## src/rtl/aoi_sop_pipe_if.sv

```systemverilog
// Stream, configuration and sweep-control bundle for aoi_sop_pipe.
// master = environment side, slave = the evaluator.
interface aoi_sop_pipe_if #(
    parameter int N_IN    = 5,
    parameter int N_TERMS = 2
);
    localparam int CW = (N_TERMS > 1) ? $clog2(N_TERMS) : 1;

    logic              cfg_we;
    logic [CW-1:0]     cfg_idx;
    logic [N_IN-1:0]   cfg_mask;

    logic              in_valid;
    logic              in_ready;
    logic [N_IN-1:0]   x_in;

    logic              out_valid;
    logic              out_ready;
    logic              y;

    logic              sweep_start;
    logic              sweep_busy;
    logic              sweep_done;
    logic [N_IN:0]     sweep_ones;

    modport master (
        output cfg_we, cfg_idx, cfg_mask,
        output in_valid, x_in,
        output out_ready,
        output sweep_start,
        input  in_ready, out_valid, y,
        input  sweep_busy, sweep_done, sweep_ones
    );

    modport slave (
        input  cfg_we, cfg_idx, cfg_mask,
        input  in_valid, x_in,
        input  out_ready,
        input  sweep_start,
        output in_ready, out_valid, y,
        output sweep_busy, sweep_done, sweep_ones
    );
endinterface

```

## src/rtl/aoi_sop_pipe.sv

```systemverilog
// Two-stage elastic AND-OR(-INVERT) evaluator with programmable product
// terms and a self-sweep engine that pushes every input vector through the
// pipeline and counts the results equal to 1.
module aoi_sop_pipe #(
    parameter int N_IN    = 5,
    parameter int N_TERMS = 2,
    parameter int INV     = 1
) (
    input  logic              clk,
    input  logic              rst_b,
    aoi_sop_pipe_if.slave     bus
);
    localparam logic INV_BIT = (INV != 0);

    typedef enum logic [1:0] {
        ST_IDLE  = 2'd0,
        ST_SWEEP = 2'd1,
        ST_DRAIN = 2'd2
    } state_t;

    // A term only fires when its mask is non-empty; an empty mask is "off",
    // never a constant 1.
    function automatic logic term_hit(input logic [N_IN-1:0] mask,
                                      input logic [N_IN-1:0] vec);
        term_hit = (mask != {N_IN{1'b0}}) && ((vec & mask) == mask);
    endfunction

    state_t              state_r;
    state_t              state_nxt_s;
    logic [N_IN-1:0]     mask_r [N_TERMS];
    logic [N_IN-1:0]     cnt_r;
    logic [N_IN:0]       ones_r;
    logic                done_r;

    logic                a_valid_r;
    logic                a_tag_r;
    logic [N_TERMS-1:0]  a_terms_r;

    logic                b_valid_r;
    logic                b_y_r;
    logic                b_tag_r;

    logic                idle_s;
    logic                a_adv_s;
    logic                b_adv_s;
    logic                src_valid_s;
    logic                src_tag_s;
    logic [N_IN-1:0]     src_vec_s;
    logic                accept_s;
    logic                start_s;
    logic                cnt_last_s;
    logic                consume_s;
    logic                last_s;
    logic [N_TERMS-1:0]  terms_s;
    logic [N_TERMS-1:0]  cfg_sel_s;
    logic                y_s;

    // Pipeline advance chain: a stage moves when empty or when its consumer moves.
    always_comb begin
        idle_s     = (state_r == ST_IDLE);
        b_adv_s    = ~b_valid_r | bus.out_ready;
        a_adv_s    = ~a_valid_r | b_adv_s;
        consume_s  = b_valid_r & bus.out_ready;
        start_s    = idle_s & bus.sweep_start;
        cnt_last_s = (cnt_r == {N_IN{1'b1}});
        y_s        = (|a_terms_r) ^ INV_BIT;
        // Final sweep result leaves while no other tagged vector remains behind it.
        last_s     = (state_r == ST_DRAIN) & consume_s & b_tag_r & ~(a_valid_r & a_tag_r);
    end

    // Vector source select: external stream when idle, sweep counter otherwise.
    always_comb begin
        src_valid_s = 1'b0;
        src_tag_s   = 1'b0;
        src_vec_s   = {N_IN{1'b0}};
        case (state_r)
            ST_IDLE: begin
                src_valid_s = bus.in_valid;
                src_tag_s   = 1'b0;
                src_vec_s   = bus.x_in;
            end
            ST_SWEEP: begin
                src_valid_s = 1'b1;
                src_tag_s   = 1'b1;
                src_vec_s   = cnt_r;
            end
            ST_DRAIN: begin
                src_valid_s = 1'b0;
                src_tag_s   = 1'b0;
                src_vec_s   = cnt_r;
            end
            default: begin
                src_valid_s = 1'b0;
                src_tag_s   = 1'b0;
                src_vec_s   = {N_IN{1'b0}};
            end
        endcase
        accept_s = src_valid_s & a_adv_s;
    end

    // Product-term evaluation against the masks as they stand this cycle.
    always_comb begin
        terms_s = {N_TERMS{1'b0}};
        for (int t = 0; t < N_TERMS; t++) begin
            terms_s[t] = term_hit(mask_r[t], src_vec_s);
        end
    end

    // Decode of mask writes; out-of-range indices and writes during a sweep are dropped.
    always_comb begin
        cfg_sel_s = {N_TERMS{1'b0}};
        for (int t = 0; t < N_TERMS; t++) begin
            if (bus.cfg_we && idle_s && (int'(bus.cfg_idx) == t)) begin
                cfg_sel_s[t] = 1'b1;
            end else begin
                cfg_sel_s[t] = 1'b0;
            end
        end
    end

    // Sweep controller next-state logic.
    always_comb begin
        state_nxt_s = state_r;
        case (state_r)
            ST_IDLE: begin
                if (start_s) begin
                    state_nxt_s = ST_SWEEP;
                end else begin
                    state_nxt_s = ST_IDLE;
                end
            end
            ST_SWEEP: begin
                if (accept_s && cnt_last_s) begin
                    state_nxt_s = ST_DRAIN;
                end else begin
                    state_nxt_s = ST_SWEEP;
                end
            end
            ST_DRAIN: begin
                if (last_s) begin
                    state_nxt_s = ST_IDLE;
                end else begin
                    state_nxt_s = ST_DRAIN;
                end
            end
            default: begin
                state_nxt_s = ST_IDLE;
            end
        endcase
    end

    // Sweep controller state register.
    always_ff @(posedge clk or negedge rst_b) begin
        if (!rst_b) begin
            state_r <= ST_IDLE;
        end else begin
            state_r <= state_nxt_s;
        end
    end

    // Term mask register file; all-zero after reset so every result equals INV.
    always_ff @(posedge clk or negedge rst_b) begin
        if (!rst_b) begin
            for (int t = 0; t < N_TERMS; t++) begin
                mask_r[t] <= {N_IN{1'b0}};
            end
        end else begin
            for (int t = 0; t < N_TERMS; t++) begin
                if (cfg_sel_s[t]) begin
                    mask_r[t] <= bus.cfg_mask;
                end
            end
        end
    end

    // Sweep vector counter: cleared on start, steps once per injected vector.
    always_ff @(posedge clk or negedge rst_b) begin
        if (!rst_b) begin
            cnt_r <= {N_IN{1'b0}};
        end else if (start_s) begin
            cnt_r <= {N_IN{1'b0}};
        end else if ((state_r == ST_SWEEP) && accept_s) begin
            cnt_r <= cnt_r + N_IN'(1);
        end
    end

    // Stage A: latch term bits and sweep tag of the accepted vector.
    always_ff @(posedge clk or negedge rst_b) begin
        if (!rst_b) begin
            a_valid_r <= 1'b0;
            a_tag_r   <= 1'b0;
            a_terms_r <= {N_TERMS{1'b0}};
        end else if (a_adv_s) begin
            a_valid_r <= accept_s;
            a_tag_r   <= src_tag_s & accept_s;
            a_terms_r <= terms_s;
        end
    end

    // Stage B: reduce terms to y; holds steady while the consumer stalls.
    always_ff @(posedge clk or negedge rst_b) begin
        if (!rst_b) begin
            b_valid_r <= 1'b0;
            b_y_r     <= 1'b0;
            b_tag_r   <= 1'b0;
        end else if (b_adv_s) begin
            b_valid_r <= a_valid_r;
            b_y_r     <= y_s;
            b_tag_r   <= a_tag_r;
        end
    end

    // Count of consumed sweep results equal to 1; kept until the next sweep starts.
    always_ff @(posedge clk or negedge rst_b) begin
        if (!rst_b) begin
            ones_r <= {(N_IN+1){1'b0}};
        end else if (start_s) begin
            ones_r <= {(N_IN+1){1'b0}};
        end else if (consume_s && b_tag_r && b_y_r) begin
            ones_r <= ones_r + (N_IN+1)'(1);
        end
    end

    // One-cycle completion pulse after the final sweep result is consumed.
    always_ff @(posedge clk or negedge rst_b) begin
        if (!rst_b) begin
            done_r <= 1'b0;
        end else begin
            done_r <= last_s;
        end
    end

    assign bus.in_ready   = idle_s & a_adv_s;
    assign bus.out_valid  = b_valid_r;
    assign bus.y          = b_y_r;
    assign bus.sweep_busy = ~idle_s;
    assign bus.sweep_done = done_r;
    assign bus.sweep_ones = ones_r;

endmodule

```

## src/flat_wrapper.sv

```systemverilog
// flat-port wrapper written by rule: the top's interface ports become plain ports
module aoi_sop_pipe_flat 
#(
    parameter int N_IN    = 5,
    parameter int N_TERMS = 2,
    parameter int INV     = 1
)
  (clk, rst_b, bus_cfg_we, bus_cfg_idx, bus_cfg_mask, bus_in_valid, bus_x_in, bus_out_ready, bus_sweep_start, bus_in_ready, bus_out_valid, bus_y, bus_sweep_busy, bus_sweep_done, bus_sweep_ones);
  aoi_sop_pipe_if #(.N_IN(N_IN), .N_TERMS(N_TERMS)) bus_i ();
  input  logic clk;
  input  logic rst_b;
  input wire logic [$bits(bus_i.cfg_we)-1:0] bus_cfg_we;
  input wire logic [$bits(bus_i.cfg_idx)-1:0] bus_cfg_idx;
  input wire logic [$bits(bus_i.cfg_mask)-1:0] bus_cfg_mask;
  input wire logic [$bits(bus_i.in_valid)-1:0] bus_in_valid;
  input wire logic [$bits(bus_i.x_in)-1:0] bus_x_in;
  input wire logic [$bits(bus_i.out_ready)-1:0] bus_out_ready;
  input wire logic [$bits(bus_i.sweep_start)-1:0] bus_sweep_start;
  output wire logic [$bits(bus_i.in_ready)-1:0] bus_in_ready;
  output wire logic [$bits(bus_i.out_valid)-1:0] bus_out_valid;
  output wire logic [$bits(bus_i.y)-1:0] bus_y;
  output wire logic [$bits(bus_i.sweep_busy)-1:0] bus_sweep_busy;
  output wire logic [$bits(bus_i.sweep_done)-1:0] bus_sweep_done;
  output wire logic [$bits(bus_i.sweep_ones)-1:0] bus_sweep_ones;
  assign bus_i.cfg_we = bus_cfg_we;
  assign bus_i.cfg_idx = bus_cfg_idx;
  assign bus_i.cfg_mask = bus_cfg_mask;
  assign bus_i.in_valid = bus_in_valid;
  assign bus_i.x_in = bus_x_in;
  assign bus_i.out_ready = bus_out_ready;
  assign bus_i.sweep_start = bus_sweep_start;
  assign bus_in_ready = bus_i.in_ready;
  assign bus_out_valid = bus_i.out_valid;
  assign bus_y = bus_i.y;
  assign bus_sweep_busy = bus_i.sweep_busy;
  assign bus_sweep_done = bus_i.sweep_done;
  assign bus_sweep_ones = bus_i.sweep_ones;
  aoi_sop_pipe #(.N_IN(N_IN), .N_TERMS(N_TERMS), .INV(INV)) u_core (.clk(clk), .rst_b(rst_b), .bus(bus_i));
endmodule
```

## config.mk

```make
export PLATFORM = sky130hd
export DESIGN_NAME = aoi_sop_pipe_flat
export DESIGN_NICKNAME = d
export VERILOG_FILES = /design/src/rtl/aoi_sop_pipe_if.sv /design/src/rtl/aoi_sop_pipe.sv /design/src/flat_wrapper.sv
export SDC_FILE = /design/constraint.sdc
export NUM_CORES = 1
export LEC_CHECK = 0
export CORE_UTILIZATION = 40
export CTS_BUF_LIST = sky130_fd_sc_hd__clkbuf_4
export DETAILED_ROUTE_END_ITERATION = 12
export REMOVE_ABC_BUFFERS = 1
export SLEW_MARGIN = 20
export SYNTH_ARGS = -nofsm -noshare
export SYNTH_HDL_FRONTEND = slang
export SYNTH_SLANG_ARGS = --single-unit
```

## constraint.sdc

```tcl
create_clock -name clk -period 2.6 [get_ports clk]
set_input_delay 0.52 -clock clk [delete_from_list [all_inputs] [get_ports clk]]
set_output_delay 0.52 -clock clk [all_outputs]
set_load 0.005 [all_outputs]
```

==> qor.log <==
INFO  cts            htreeDepth=2
INFO  power_and_ir_drop worst_ir_drop_vdd=399uV
INFO  sta            setup-tns-final=0ns
INFO  worst_hold_path min_delay_path_depth=2
INFO  worst_setup_path critical_path.slowest_cell=clkdlybuf4s50_1
INFO  layout         diodes=0
INFO  outcome        outcome=finished, final reports clean
INFO  worst_setup_path max_stage_delay=0.51ns
INFO  synth          synth.distinct_cells=26
INFO  worst_hold_path timing.hold.worst.start=u_core.a_terms_r[0]
INFO  layout         net_count_reported_at_finish=201
INFO  worst_hold_path hp-class=flop to flop
INFO  worst_setup_path crit_chain=inv_1 -> ha_1 -> inv_1 -> nor2_1 -> clkdlybuf4s50_1
INFO  layout         layout.cells.most_common=dfrtp_1
INFO  sta            finalCritPeriodShare=94.3%
INFO  worst_setup_path crit_reg_reg_endpoint=u_core.a_terms_r[1]
INFO  worst_setup_path startpoint_types=flop
INFO  die            core_area=3440squm
INFO  cts            post-cts-setup-buffer-count=0
INFO  sta            finalClockSkew=0.00970ns
INFO  worst_setup_path worstSetupPathType=flop to output pin
INFO  global_routing grt_antenna_before_repair=0
INFO  drt            number_of_drc_markers_after_the_initial_detailed_route_iteration=53
INFO  drt            final_antenna_net_count=0
INFO  sta            max_clock_freq=408MHz
INFO  job            max-cap-violations=0
INFO  layout         flow.area_growth_from_synthesis=26.2%
INFO  sta            finalHoldViolCount=0
INFO  drt            totalWireLength=3050um
INFO  global_routing vias_in_the_first_global_route=1,204
INFO  worst_setup_path worst_setup_path_end_kind=output pin
INFO  sta            report.final.setup_viol=0
INFO  synth          postSynthCellCount=144
INFO  cts            clock_tree.root_cell=clkbuf_4
INFO  drt            route.detailed.drc=0
INFO  layout         post-route-util=54.7%
INFO  cts            hold_buffers=0
INFO  worst_setup_path critPathMostFrequentCell=inv_1
INFO  cts            clock_path_buffers=2
INFO  sta            tightestPinTransition=0.435ns
INFO  sta            setup_repair_after_global_routing_missed_its_margin=false
INFO  cts            worst_skew_pair.late_latency=0.33ns
INFO  power_and_ir_drop static-leakage-power=0.835nW
INFO  global_routing global_route.usage.total=17.5%
INFO  cts            cts.sinks=31
INFO  die            floorplan.rows=21
INFO  place          place.port_buffers=27
INFO  worst_setup_path worst-endpoint-arrival=1.93ns
INFO  cts            clk_pin_slew_worst_paths=0.09ns
INFO  worst_setup_path critical_path_required=2.08ns
INFO  synth          seq_area_frac_synth=52.0%
INFO  worst_hold_path timing.hold.worst_endpoint=u_core.a_terms_r[0]
INFO  sta            timing.max_slew.rel_slack=71.0%
INFO  worst_setup_path reg2reg_depth=6
INFO  synth          syn_area=1490squm
INFO  die            design.die.area=3980squm
INFO  synth          ys_seq_elements=31
INFO  die            die-width=63.1um
INFO  synth          postSynthAreaPerCell=10.4squm
INFO  cts            cts_inserted_buffers=5
INFO  cts            tritoncts=built
INFO  die            ioPinCount=28
INFO  worst_setup_path timing.rr.start=u_core.state_r[1]
INFO  layout         layout.cells.most_common_list=dfrtp_1 (31), clkdlybuf4s50_1 (27), nand2_1 (15), nor2_1 (14), mux2_2 (11)
INFO  drt            routed-via-count=1,159
INFO  sta            minimum_clock_period=2.45ns
INFO  drt            via_per_inst=5.17
INFO  die            die_h=63.1um
INFO  worst_setup_path path_max_fanout=10
INFO  global_routing grt_overflow=0
INFO  drt            drt_pre_antenna_iters=4
INFO  sta            slew_violations=0
INFO  global_routing grt_max_degree=32
INFO  global_routing wire_length_of_the_first_global_routing_pass=5380um
INFO  drt            wire_per_inst=13.6um
INFO  place          routabilityCongestion=0.735
INFO  power_and_ir_drop power.total=1.50mW
INFO  worst_setup_path reg2reg_slack=0.90ns
INFO  die            floorplan.initialDensity=43.3%
INFO  power_and_ir_drop power-per-cell-area=799nW/um^2
INFO  synth          yosys_warnings=0
INFO  cts            cts.repair.resized=0
INFO  layout         drive_above_1_share=12.4%
INFO  place          post-dp-hpwl=2290um
==> Yosys cell counts <==
library cell / count / area, sq um
ha_1: 7 / 87.6
or3_1: 1 / 6.26
a22oi_1: 5 / 37.5
nand3b_1: 2 / 15.0
a32oi_1: 1 / 8.76
xor2_1: 5 / 43.8
and3_1: 3 / 18.8
nand2b_1: 1 / 6.26
nand4_1: 4 / 25.0
o31ai_1: 2 / 15.0
nor3_1: 1 / 5.00
clkbuf_1: 2 / 7.51
xnor2_1: 2 / 17.5
and4_1: 1 / 8.76
inv_1: 5 / 18.8
o21a_1: 1 / 7.51
nand2_1: 15 / 56.3
nand3_1: 7 / 35.0
dfrtp_1: 31 / 776
o21ai_0: 10 / 50.1
mux2_2: 11 / 124
a21oi_1: 8 / 40.0
nor4_1: 2 / 12.5
nor2_1: 14 / 52.6
and2_1: 1 / 6.26
buf_2: 2 / 10.0
==> cell type report <==
type,instances,area (sq um)
fill,333,1560
multi-input combinational,104,679
clock buffer,7,52.6
tap,46,57.6
inverter,5,18.8
timing repair buffer,30,293
clock inverter,1,5.00
sequential,31,776
==> metrics by stage <==
step	setup WS (ns)	std cells	area [sq um]	hold slack, ns
floorplan	1.06	140	1470	0.224
CTS	0.147	224	1880	0.498
global placement	0.245	216	1820	0.472
finish	0.148	224	1880	0.497
detailed placement	0.248	216	1820	0.476
global route	0.0225	224	1880	0.529
==> sequential cells by signal, summed over array words and instances, names as in the netlist <==
| name | cells |
|---|---|
| u_core.bus.sweep_done | 1 |
| u_core.a_terms_r | 2 |
| u_core.bus.sweep_ones | 6 |
| u_core.bus.y | 1 |
| u_core.b_tag_r | 1 |
| u_core.bus.out_valid | 1 |
| u_core.a_valid_r | 1 |
| u_core.a_tag_r | 1 |
| u_core.mask_r | 10 |
| u_core.state_r | 2 |
| u_core.cnt_r | 5 |
==> layer usage <==
layer | wire length (um) | global-route usage [%] | share of wire (%) | vias up
met3 | 147 | 5.07 | 4.8 | 6
met5 | 0 | 0 | 0 | -
li1 | - | - | - | 571
met2 | 1420 | 27.7 | 47 | 31
met4 | 48 | 7.27 | 1.6 | 0
met1 | 1430 | 22.4 | 47 | 551
==> report_power, final <==
part	internal [mW]	total [mW]	switching, mW
Clock	0.126	0.284	0.158
Sequential	0.628	0.760	0.132
Combinational	0.259	0.459	0.200
==> worst max-delay path: cells and delay by family, from the launching register on <==
| kind | cells | cell delay (ns) |
|---|---|---|
| fa+ha+maj | 1 | 0.37 |
| buf+inv | 3 | 0.70 |
| flops | 1 | 0.42 |
| simple gates | 1 | 0.11 |
==> how the worst max path moves through the flow <==
stage | end | cells after the start | slack, ns | from
after floorplan | bus_in_ready | 3 | 1.06 | bus_out_ready
after global placement | bus_in_ready | 5 | 0.24 | bus_out_ready
after detailed placement | bus_in_ready | 5 | 0.25 | bus_out_ready
after CTS | bus_in_ready | 5 | 0.15 | u_core.state_r[1]
after global routing | bus_in_ready | 5 | 0.02 | u_core.state_r[1]
final | bus_in_ready | 5 | 0.15 | u_core.state_r[1]
==> cells by family after synthesis <==
family                   share of synthesized area (%)
multiplexers                                      8.31
flip-flops                                        52.0
adder cells (fa/ha/maj)                           5.87
buffers and inverters                             2.43
AO/OA/AOI/OAI                                     10.7
XOR/XNOR                                          4.11
AND/OR/NAND/NOR                                   16.6
No activity file was read; power rests on OpenSTA's default activity.
